### src/rtl/cpu_core_mc_if.sv
`default_nettype none
// ============================================================================
//  Module   : cpu_core_mc_if
//  Purpose  : Instruction-memory fetch bus (req/valid handshake) between
//             cpu_core_mc (master) and the instruction memory (slave).
//  Revision : 1.0 - initial release
// ============================================================================
interface cpu_core_mc_if #(
  parameter int PC_WIDTH = 8
);
  logic                imem_req;
  logic [PC_WIDTH-1:0] imem_addr;
  logic                imem_valid;
  logic [15:0]         imem_rdata;

  modport master (
    output imem_req,
    output imem_addr,
    input  imem_valid,
    input  imem_rdata
  );

  modport slave (
    input  imem_req,
    input  imem_addr,
    output imem_valid,
    output imem_rdata
  );
endinterface
`default_nettype wire

### src/rtl/cpu_core_mc.sv
`default_nettype none
// ============================================================================
//  Module   : cpu_core_mc
//  Purpose  : Multi-cycle CPU core. Fetches 16-bit instructions over a
//             req/valid bus, executes against 8 registers, drives an output
//             port with a valid strobe, zero/carry flags and a halt state.
//  Revision : 1.0 - initial release
// ============================================================================
module cpu_core_mc #(
  parameter int DATA_WIDTH = 8,
  parameter int PC_WIDTH   = 8
) (
  input  logic                  clk,
  input  logic                  rst,
  cpu_core_mc_if.master         imem,
  output logic [DATA_WIDTH-1:0] core_output,
  output logic                  out_valid,
  output logic                  halted,
  output logic                  flag_z,
  output logic                  flag_c,
  output logic                  illegal
);

  localparam logic [1:0] c_FETCH  = 2'd0;
  localparam logic [1:0] c_WAIT   = 2'd1;
  localparam logic [1:0] c_EXEC   = 2'd2;
  localparam logic [1:0] c_HALTED = 2'd3;

  localparam logic [3:0] c_OP_ADD  = 4'd1;
  localparam logic [3:0] c_OP_SUB  = 4'd2;
  localparam logic [3:0] c_OP_AND  = 4'd3;
  localparam logic [3:0] c_OP_OR   = 4'd4;
  localparam logic [3:0] c_OP_XOR  = 4'd5;
  localparam logic [3:0] c_OP_ADDI = 4'd6;
  localparam logic [3:0] c_OP_LDI  = 4'd7;
  localparam logic [3:0] c_OP_OUT  = 4'd8;
  localparam logic [3:0] c_OP_JMP  = 4'd9;
  localparam logic [3:0] c_OP_BEQZ = 4'd10;
  localparam logic [3:0] c_OP_HALT = 4'd15;

  logic [1:0]            r_state;
  logic [PC_WIDTH-1:0]   r_pc;
  logic [15:0]           r_ir;
  logic [DATA_WIDTH-1:0] r_regs [0:7];
  logic [DATA_WIDTH-1:0] r_out;
  logic                  r_out_valid;
  logic                  r_halted;
  logic                  r_flag_z;
  logic                  r_flag_c;
  logic                  r_illegal;

  // Instruction fields
  logic [3:0]            w_op;
  logic [2:0]            w_rd;
  logic [2:0]            w_rs1;
  logic [2:0]            w_rs2;
  logic [DATA_WIDTH-1:0] w_a;
  logic [DATA_WIDTH-1:0] w_b;
  logic [DATA_WIDTH-1:0] w_d;
  logic [DATA_WIDTH-1:0] w_simm;
  logic [DATA_WIDTH-1:0] w_zimm;
  logic [PC_WIDTH-1:0]   w_target;

  assign w_op     = r_ir[15:12];
  assign w_rd     = r_ir[11:9];
  assign w_rs1    = r_ir[8:6];
  assign w_rs2    = r_ir[5:3];
  assign w_a      = r_regs[w_rs1];
  assign w_b      = r_regs[w_rs2];
  assign w_d      = r_regs[w_rd];
  assign w_simm   = DATA_WIDTH'(signed'(r_ir[5:0]));
  assign w_zimm   = DATA_WIDTH'(r_ir[8:0]);
  assign w_target = r_ir[PC_WIDTH-1:0];

  // ALU / writeback decode; the extra top bit of w_ext carries out or borrows
  logic [DATA_WIDTH:0]   w_ext;
  logic [DATA_WIDTH-1:0] w_res;
  logic                  w_we;
  logic                  w_c_next;
  logic                  w_illegal_op;
  logic [PC_WIDTH-1:0]   w_pc_next;

  // Combinational execute datapath for the instruction held in IR
  always_comb begin
    w_ext        = '0;
    w_res        = '0;
    w_we         = 1'b0;
    w_c_next     = r_flag_c;
    w_illegal_op = 1'b0;
    w_pc_next    = r_pc + PC_WIDTH'(1);
    case (w_op)
      c_OP_ADD: begin
        w_ext = {1'b0, w_a} + {1'b0, w_b};
        w_res = w_ext[DATA_WIDTH-1:0]; w_c_next = w_ext[DATA_WIDTH]; w_we = 1'b1;
      end
      c_OP_SUB: begin
        w_ext = {1'b0, w_a} - {1'b0, w_b};
        w_res = w_ext[DATA_WIDTH-1:0]; w_c_next = w_ext[DATA_WIDTH]; w_we = 1'b1;
      end
      c_OP_AND:  begin w_res = w_a & w_b; w_c_next = 1'b0; w_we = 1'b1; end
      c_OP_OR:   begin w_res = w_a | w_b; w_c_next = 1'b0; w_we = 1'b1; end
      c_OP_XOR:  begin w_res = w_a ^ w_b; w_c_next = 1'b0; w_we = 1'b1; end
      c_OP_ADDI: begin
        w_ext = {1'b0, w_a} + {1'b0, w_simm};
        w_res = w_ext[DATA_WIDTH-1:0]; w_c_next = w_ext[DATA_WIDTH]; w_we = 1'b1;
      end
      c_OP_LDI:  begin w_res = w_zimm; w_c_next = 1'b0; w_we = 1'b1; end
      c_OP_JMP:  w_pc_next = w_target;
      c_OP_BEQZ: if (w_d == '0) w_pc_next = w_target;
      4'd11, 4'd12, 4'd13, 4'd14: w_illegal_op = 1'b1;
      default: ;
    endcase
  end

  // Fetch/wait/execute sequencer with register file, flag and output state
  always_ff @(posedge clk) begin
    if (rst) begin
      r_state     <= c_FETCH;
      r_pc        <= '0;
      r_ir        <= '0;
      r_out       <= '0;
      r_out_valid <= 1'b0;
      r_halted    <= 1'b0;
      r_flag_z    <= 1'b0;
      r_flag_c    <= 1'b0;
      r_illegal   <= 1'b0;
      for (int i = 0; i < 8; i++) r_regs[i] <= '0;
    end else begin
      r_out_valid <= 1'b0;
      r_illegal   <= 1'b0;
      case (r_state)
        c_FETCH: r_state <= c_WAIT;
        c_WAIT: begin
          if (imem.imem_valid) begin
            r_ir    <= imem.imem_rdata;
            r_state <= c_EXEC;
          end
        end
        c_EXEC: begin
          r_pc <= w_pc_next;
          if (w_we) begin
            r_regs[w_rd] <= w_res;
            r_flag_z     <= (w_res == '0);
            r_flag_c     <= w_c_next;
          end
          if (w_op == c_OP_OUT) begin
            r_out       <= w_a;
            r_out_valid <= 1'b1;
          end
          r_illegal <= w_illegal_op;
          if (w_op == c_OP_HALT) begin
            r_halted <= 1'b1;
            r_state  <= c_HALTED;
          end else begin
            r_state  <= c_FETCH;
          end
        end
        default: r_state <= c_HALTED;
      endcase
    end
  end

  // Request is masked while reset is held so no fetch escapes during reset
  assign imem.imem_req  = (r_state == c_FETCH) & ~rst;
  assign imem.imem_addr = r_pc;
  assign core_output    = r_out;
  assign out_valid      = r_out_valid;
  assign halted         = r_halted;
  assign flag_z         = r_flag_z;
  assign flag_c         = r_flag_c;
  assign illegal        = r_illegal;

endmodule
`default_nettype wire

### src/flat_wrapper.sv
// flat-port wrapper written by rule: the top's interface ports become plain ports
module cpu_core_mc_flat 
#(
  parameter int DATA_WIDTH = 8,
  parameter int PC_WIDTH   = 8
)
  (clk, rst, core_output, out_valid, halted, flag_z, flag_c, illegal, imem_imem_req, imem_imem_addr, imem_imem_valid, imem_imem_rdata);
  cpu_core_mc_if #(.PC_WIDTH(PC_WIDTH)) imem_i ();
  input  logic clk;
  input  logic rst;
  output logic [DATA_WIDTH-1:0] core_output;
  output logic out_valid;
  output logic halted;
  output logic flag_z;
  output logic flag_c;
  output logic illegal;
  output wire logic [$bits(imem_i.imem_req)-1:0] imem_imem_req;
  output wire logic [$bits(imem_i.imem_addr)-1:0] imem_imem_addr;
  input wire logic [$bits(imem_i.imem_valid)-1:0] imem_imem_valid;
  input wire logic [$bits(imem_i.imem_rdata)-1:0] imem_imem_rdata;
  assign imem_imem_req = imem_i.imem_req;
  assign imem_imem_addr = imem_i.imem_addr;
  assign imem_i.imem_valid = imem_imem_valid;
  assign imem_i.imem_rdata = imem_imem_rdata;
  cpu_core_mc #(.DATA_WIDTH(DATA_WIDTH), .PC_WIDTH(PC_WIDTH)) u_core (.clk(clk), .rst(rst), .imem(imem_i), .core_output(core_output), .out_valid(out_valid), .halted(halted), .flag_z(flag_z), .flag_c(flag_c), .illegal(illegal));
endmodule
### config.mk
export PLATFORM = sky130hd
export DESIGN_NAME = cpu_core_mc_flat
export DESIGN_NICKNAME = d
export VERILOG_FILES = /design/src/rtl/cpu_core_mc_if.sv /design/src/rtl/cpu_core_mc.sv /design/src/flat_wrapper.sv
export SDC_FILE = /design/constraint.sdc
export NUM_CORES = 1
export LEC_CHECK = 0
export CORE_MARGIN = 3
export CORE_UTILIZATION = 41
export DETAILED_ROUTE_END_ITERATION = 8
export PLACE_DENSITY = 0.58
export SYNTH_ARGS = -nofsm -noshare
export SYNTH_HDL_FRONTEND = slang
export SYNTH_SLANG_ARGS = --single-unit
### constraint.sdc
create_clock -name clk -period 4.1 [get_ports clk]
set_input_delay 0.82 -clock clk [delete_from_list [all_inputs] [get_ports clk]]
set_output_delay 0.82 -clock clk [all_outputs]
set_load 0.02 [all_outputs]
==> results of run 1 <==
[metal layers]
layer | vias up | GRT usage, % | part of all wire (%)
li1 | 2670 | - | -
met1 | 2909 | 32.00 | 44
met2 | 236 | 36.69 | 47
met3 | 42 | 3.689 | 5.6
met4 | 0 | 8.980 | 3.2
met5 | - | 0 | 0
[metrics by stage]
| stage | power (W) | cells | utilization (%) |
|---|---|---|---|
| global placement | 0.001875 | 945 | 46.26 |
| finish | 0.002757 | 961 | 48.09 |
| global route | 0.002876 | 961 | 48.09 |
| floorplan | 0.001677 | 704 | - |
| CTS | 0.002761 | 961 | 47.97 |
| detailed placement | 0.001883 | 945 | 46.26 |
[repair_timing]
action	4_1_cts	5_1_grt
gates resized for setup	0	7
setup buffers	0	0
setup endpoints to repair	0	24
[critical path, cell delays in order (launching register included)]
cell,delay (ps)
edfxtp_1,470
mux4_2,510
mux2i_1,280
inv_1,140
ha_1,280
fa_1,510
a211o_1,310
a21o_1,190
o32ai_1,350
a211oi_1,160
and2_1,200
buf_4,170
nor2_1,100
[path summary, 6_finish.rpt]
kind,from,end,cells past startpoint
setup / recovery,u_core.r_regs[7][0]$_SDFFCE_PN0P_,u_core.r_regs[6][6]$_SDFFCE_PN0P_,12
hold / removal,u_core.r_ir[8]$_SDFFE_PP0P_,u_core.r_ir[8]$_SDFFE_PP0P_,2
setup reg to reg,u_core.r_regs[7][0]$_SDFFCE_PN0P_,u_core.r_regs[6][6]$_SDFFCE_PN0P_,12
hold reg to reg,u_core.r_ir[8]$_SDFFE_PP0P_,u_core.r_ir[8]$_SDFFE_PP0P_,2
[power groups by stage]
stage               clock [W]  combinational, W  sequential, W
finish               0.000881          0.000592        0.00128
global route         0.000946          0.000642        0.00129
CTS                  0.000901          0.000578        0.00128
detailed placement          0          0.000575        0.00131
global placement            0          0.000570        0.00131
floorplan                   0          0.000395        0.00128
[cell type report]
class / count / share of cell area [%]
Tap cell: 220 / 3.416
Multi-Input combinational cell: 519 / 48.36
Clock inverter: 5 / 0.5589
Clock buffer: 11 / 3.012
Inverter: 28 / 1.304
Timing Repair Buffer: 66 / 7.545
Sequential cell: 112 / 35.80
[cell families after synthesis]
| logic type | count (synthesis) | synth area share [%] |
|---|---|---|
| adders and majority gates | 37 | 6.852 |
| buffers and inverters | 73 | 4.538 |
| and+or+nand+nor | 287 | 20.04 |
| AOI/OAI and AO/OA | 133 | 13.40 |
| DFF | 112 | 40.69 |
| muxes | 56 | 13.74 |
| xor gates and xnor gates | 6 | 0.7417 |
[sequential cells by signal, indices dropped and copies added, names as in the netlist, named ones only]
| signal | flops |
|---|---|
| u_core.illegal | 1 |
| u_core.r_ir | 16 |
| u_core.r_state | 2 |
| u_core.core_output | 8 |
| u_core.flag_c | 1 |
| u_core.imem.imem_addr | 8 |
| u_core.r_regs | 64 |
| u_core.out_valid | 1 |
| u_core.flag_z | 1 |
| u_core.halted | 1 |
[cell usage in the layout, fill, tap and decap left out, types with 23 or more instances in the layout]
cell / instances
a21oi_1: 38
buf_4: 25
clkdlybuf4s50_1: 40
dfxtp_1: 46
edfxtp_1: 64
ha_1: 33
inv_1: 28
mux2i_1: 23
mux4_2: 33
nand2_1: 68
nor2_1: 99
==> impl_metrics.ini, run 1 <==
[pwr]
ir_worst_vdd_v = 0.0002572
power.internal_w = 0.001913
switchingPower_w = 0.0008437
seqPwrFrac_pct = 46.6
p_leak_nw = 2.850
combPwrFrac_pct = 21.5
sw_frac_of_total_pct = 30.60
clkPwrFrac_pct = 32.0
power_density_nw_per_um2 = 342.1

[synthesis]
syn_nets = 760
netlist_area_um2 = 7086
netlist_instances = 704
ys_ff_latch = 112
ys_async_sr_fraction_pct = 0
synth_commonest_cells = nor2_1, nand2_1, edfxtp_1, dfxtp_1, a21oi_1
synth_area_leaders = edfxtp_1, dfxtp_1, mux4_2
syn-mean-instance-area_um2 = 10.06
synth_seq_area_share_pct = 40.69
synth_top_area_cell = edfxtp_1
yosysMostFrequentCell = nor2_1
yosys_most_used_dff = edfxtp_1
yosys.area.top_type_share_pct = 27.12
synth_warnings = 0
yosysUniqueCellTypes = 82
synth-edff-count = 64

[status]
status = finished clean

[timing]
maxSlewViolCount = 0
fin_ws_ps = 268.0
slew_headroom_pct = 46.08
worst_pin_slew_ps = 807.7
finClkSkew_ps = 9.996
hold-worst-slack_ps = 470.4
period_minus_slack_ps = 3832
max_freq_mhz = 261.0
grt_setup_unrepaired = false
setup_viol = 0
tns_ps = 0
period_share_pct = 93.46
hold_viol_final = 0

[global_route]
grt_util_all_layers_pct = 23.18
antenna_found_initial = 0
grt_pass1_vias = 5705
grt_max_degree = 37
grt_first_pass_wirelength_um = 32940
grt_overflow_total = 0

[floorplan]
die_area_um2 = 18900
die_h_um = 137.5
start_util_pct = 42.28
io_pins = 41
row_count = 47
die_w_um = 137.5
core_area_um2 = 16760

[final_layout]
fillers = 1552
syn_to_final_growth_pct = 13.74
seqCellArea_um2 = 2885
multi_input_area_um2 = 3897
final_nets = 792
postLayoutCellArea_um2 = 8059
antennaDiodeCount = 0
drive_gt1_share_pct = 14.04

[placed_design]
dpl.hpwl_um = 16380
place.gp.congestion = 0.9556
place_ws_ps = 26.71
dpl_cell_area_um2 = 7752
io_buffers = 40

[route]
remaining_drc_errors = 0
drt-initial-drc-count = 647
drt_wl_total_um = 21330
avgViaCountPerCell = 6.095
drtPass1Iterations = 5
wl_per_cell_um = 22.19
antenna_left = 0
routed-via-count = 5857

[clocking]
numCtsBuffers = 9
clk_latency_ps = 360
cts_max_path_buffers = 2
cts_tree = yes
cts.htree.levels = 3
cts.clk_slew.worst_paths_ps = 80
clock_sinks = 112
cts_root_buf = clkbuf_16
cts.hold.buffers_added = 0

[critical_path]
path_class = flop to flop
r2r_setup_slack_ps = 270
cp.arrival_ps = 4040
required_ps = 4300
worstPathMaxFanout = 8
critPathCaptureType = flop
critPathLaunchType = flop

[run]
cap_violations = 0

[worst_hold_path]
hold_class = flop to flop
No activity file was read; power rests on OpenSTA's default activity.
==> run 2: changes to the inputs <==
--- a/config.mk
+++ b/config.mk
@@ -9,6 +9,7 @@
 export CORE_UTILIZATION = 41
 export DETAILED_ROUTE_END_ITERATION = 8
 export PLACE_DENSITY = 0.58
+export RECOVER_POWER = 100
 export SYNTH_ARGS = -nofsm -noshare
 export SYNTH_HDL_FRONTEND = slang
 export SYNTH_SLANG_ARGS = --single-unit
==> run 2 against run 1 <==
Sequential cell count is the same. Largest power group unchanged. Register-to-register slack worse by 20 ps. Sequential share of layout area rose by 0.33 points. Clock power barely moved.
==> impl_metrics.ini, run 2 (synthesis results as in run 1) <==
[pwr]
power.internal_w = 0.001905
sw_frac_of_total_pct = 30.63
seqPwrFrac_pct = 46.7
switchingPower_w = 0.0008414
power_density_nw_per_um2 = 343.9
totalPowerFinal_w = 0.002747
combPwrFrac_pct = 21.1
clkPwrFrac_pct = 32.2
p_leak_nw = 2.906
ir_worst_vdd_v = 0.0002608

[placed_design]
io_buffers = 40
place.gp.congestion = 0.9556
dpl.hpwl_um = 16380

[final_layout]
syn_to_final_growth_pct = 12.71
final_cell_mix = nor2_1, nand2_1, edfxtp_1, dfxtp_1, a21oi_1
regMostFlops = u_core.r_regs
fillers = 1566
final_common_cell = nor2_1
largest_reg_flops = 64
antennaDiodeCount = 0
final_nets = 792
reg_top3 = u_core.r_regs (64), u_core.r_ir (16)
postLayoutCoreUtil_pct = 47.65
drive_gt1_share_pct = 12.01

[timing]
finClkSkew_ps = 10.51
hold_viol_final = 0
period_share_pct = 93.91
max_freq_mhz = 259.7
setup_viol = 0
slew_headroom_pct = 5.538
grt_setup_unrepaired = false
tns_ps = 0
period_minus_slack_ps = 3850
maxSlewViolCount = 0
worst_pin_slew_ps = 1417

[route]
drt-initial-drc-count = 558
drtPass1Iterations = 5
wl_per_cell_um = 22.17
drt_wl_total_um = 21310
antenna_left = 0
routed-via-count = 5901
remaining_drc_errors = 0
avgViaCountPerCell = 6.140

[global_route]
grt_first_pass_wirelength_um = 32940
antenna_found_initial = 0
grt_overflow_total = 0
grt_max_degree = 37
grt_util_all_layers_pct = 23.18
grt_pass1_vias = 5705

[run]
cap_violations = 0

[critical_path]
cp.arrival_ps = 4060
r2r_setup_slack_ps = 250
critPathCaptureType = flop
path_class = flop to flop
reg2reg_from = u_core.r_regs[7][0]$_SDFFCE_PN0P_
critPathLaunchType = flop
r2r_end = u_core.r_regs[6][6]$_SDFFCE_PN0P_
r2r_cells = 12
worstPathMaxFanout = 8
required_ps = 4310

[worst_hold_path]
hold_class = flop to flop
hold_depth = 2
min_from = u_core.r_ir[8]$_SDFFE_PP0P_
min_to = u_core.r_ir[8]$_SDFFE_PP0P_

[clocking]
clk_latency_ps = 360
cts.htree.levels = 3
numCtsBuffers = 9
cts_tree = yes
clock_sinks = 112
cts.clk_slew.worst_paths_ps = 80
cts_max_path_buffers = 2
postCtsSetupBuffers = 0
cts.hold.buffers_added = 0
cts_root_buf = clkbuf_16

[floorplan]
die_area_um2 = 18900
row_count = 47
io_pins = 41
start_util_pct = 42.28
die_w_um = 137.5
die_h_um = 137.5
core_area_um2 = 16760

[status]
status = finished clean
==> run 2: cell count changes in the layout (fill, tap and decap cells not counted), moves of 2 or more <==
| cell | before | now |
|---|---|---|
| clkbuf_2 | 0 | 2 |
| and2_1 | 4 | 2 |
| and2_0 | 0 | 2 |
| clkdlybuf4s50_1 | 40 | 16 |
| buf_4 | 25 | 18 |
| dlygate4sd3_1 | 0 | 24 |
| clkbuf_1 | 1 | 5 |
| nor2_1 | 99 | 105 |
| nor2_2 | 8 | 2 |
==> run 2: layout make-up <==
| cell class | count | area, um^2 | share of cell area, % |
|---|---|---|---|
| Multi-Input combinational cell | 519 | 3845 | 48.14 |
| Sequential cell | 112 | 2885 | 36.13 |
| Timing Repair Buffer | 66 | 588.1 | 7.363 |
| Tap cell | 220 | 275.3 | 3.447 |
| Clock buffer | 11 | 242.7 | 3.039 |
| Inverter | 28 | 105.1 | 1.316 |
| Clock inverter | 5 | 45.04 | 0.5640 |
==> run 2: routing by layer <==
metal  track usage [%]  part of all wire [%]  up-vias
li1                  -                     -     2668
met1             32.00                    43     2928
met2             36.69                    47      260
met3             3.689                   6.0       45
met4             8.980                   3.5        0
met5                 0                     0        -
==> run 2: how the worst max path moves through the flow <==
stage	start	endpoint	slack [ps]
after floorplan	flop	u_core.flag_z$_SDFFE_PP0P_	210
after global placement	flop	u_core.r_regs[7][7]$_SDFFCE_PN0P_	140
after detailed placement	flop	u_core.r_regs[0][7]$_SDFFCE_PN0P_	30
after CTS	flop	u_core.r_regs[6][7]$_SDFFCE_PN0P_	9
after global routing	u_core.r_regs[7][0]$_SDFFCE_PN0P_	u_core.r_regs[5][6]$_SDFFCE_PN0P_	80
final	u_core.r_regs[7][0]$_SDFFCE_PN0P_	u_core.r_regs[6][6]$_SDFFCE_PN0P_	250
==> run 2: critical path, cell delays in order, from the launching register on <==
cell      delay, ps
edfxtp_1        480
mux4_2          510
mux2i_1         280
inv_1           140
ha_1            280
fa_1            510
a211o_1         310
a21o_1          180
o32ai_1         360
a211oi_1        170
and2_0          200
buf_4           180
nor2_1           90
==> run 2: through the flow <==
| step | hold slack (ps) | cells | setup slack, ps | instance area, um^2 |
|---|---|---|---|---|
| detailed placement | 458.9 | 945 | 26.71 | 7752 |
| floorplan | 435.9 | 704 | 210.2 | 7086 |
| finish | 471.1 | 961 | 249.8 | 7986 |
| global placement | 447.5 | 945 | 138.0 | 7752 |
| CTS | 470.2 | 961 | 8.915 | 8040 |
| global route | 500.8 | 961 | 82.67 | 7986 |
==> run 2: timing repair <==
action | in CTS | in global routing
resized for setup | 0 | 7
endpoints found under the hold margin | 0 | 0
endpoints found under the setup margin | 0 | 24
==> run 2: power groups by stage <==
stage,logic [W],clock network [W],registers (W)
2_1_floorplan,0.000395,0,0.00128
4_1_cts,0.000578,0.000901,0.00128
3_5_place_dp,0.000575,0,0.00131
6_report,0.000580,0.000883,0.00128
5_1_grt,0.000629,0.000946,0.00129
3_3_place_gp,0.000570,0,0.00131
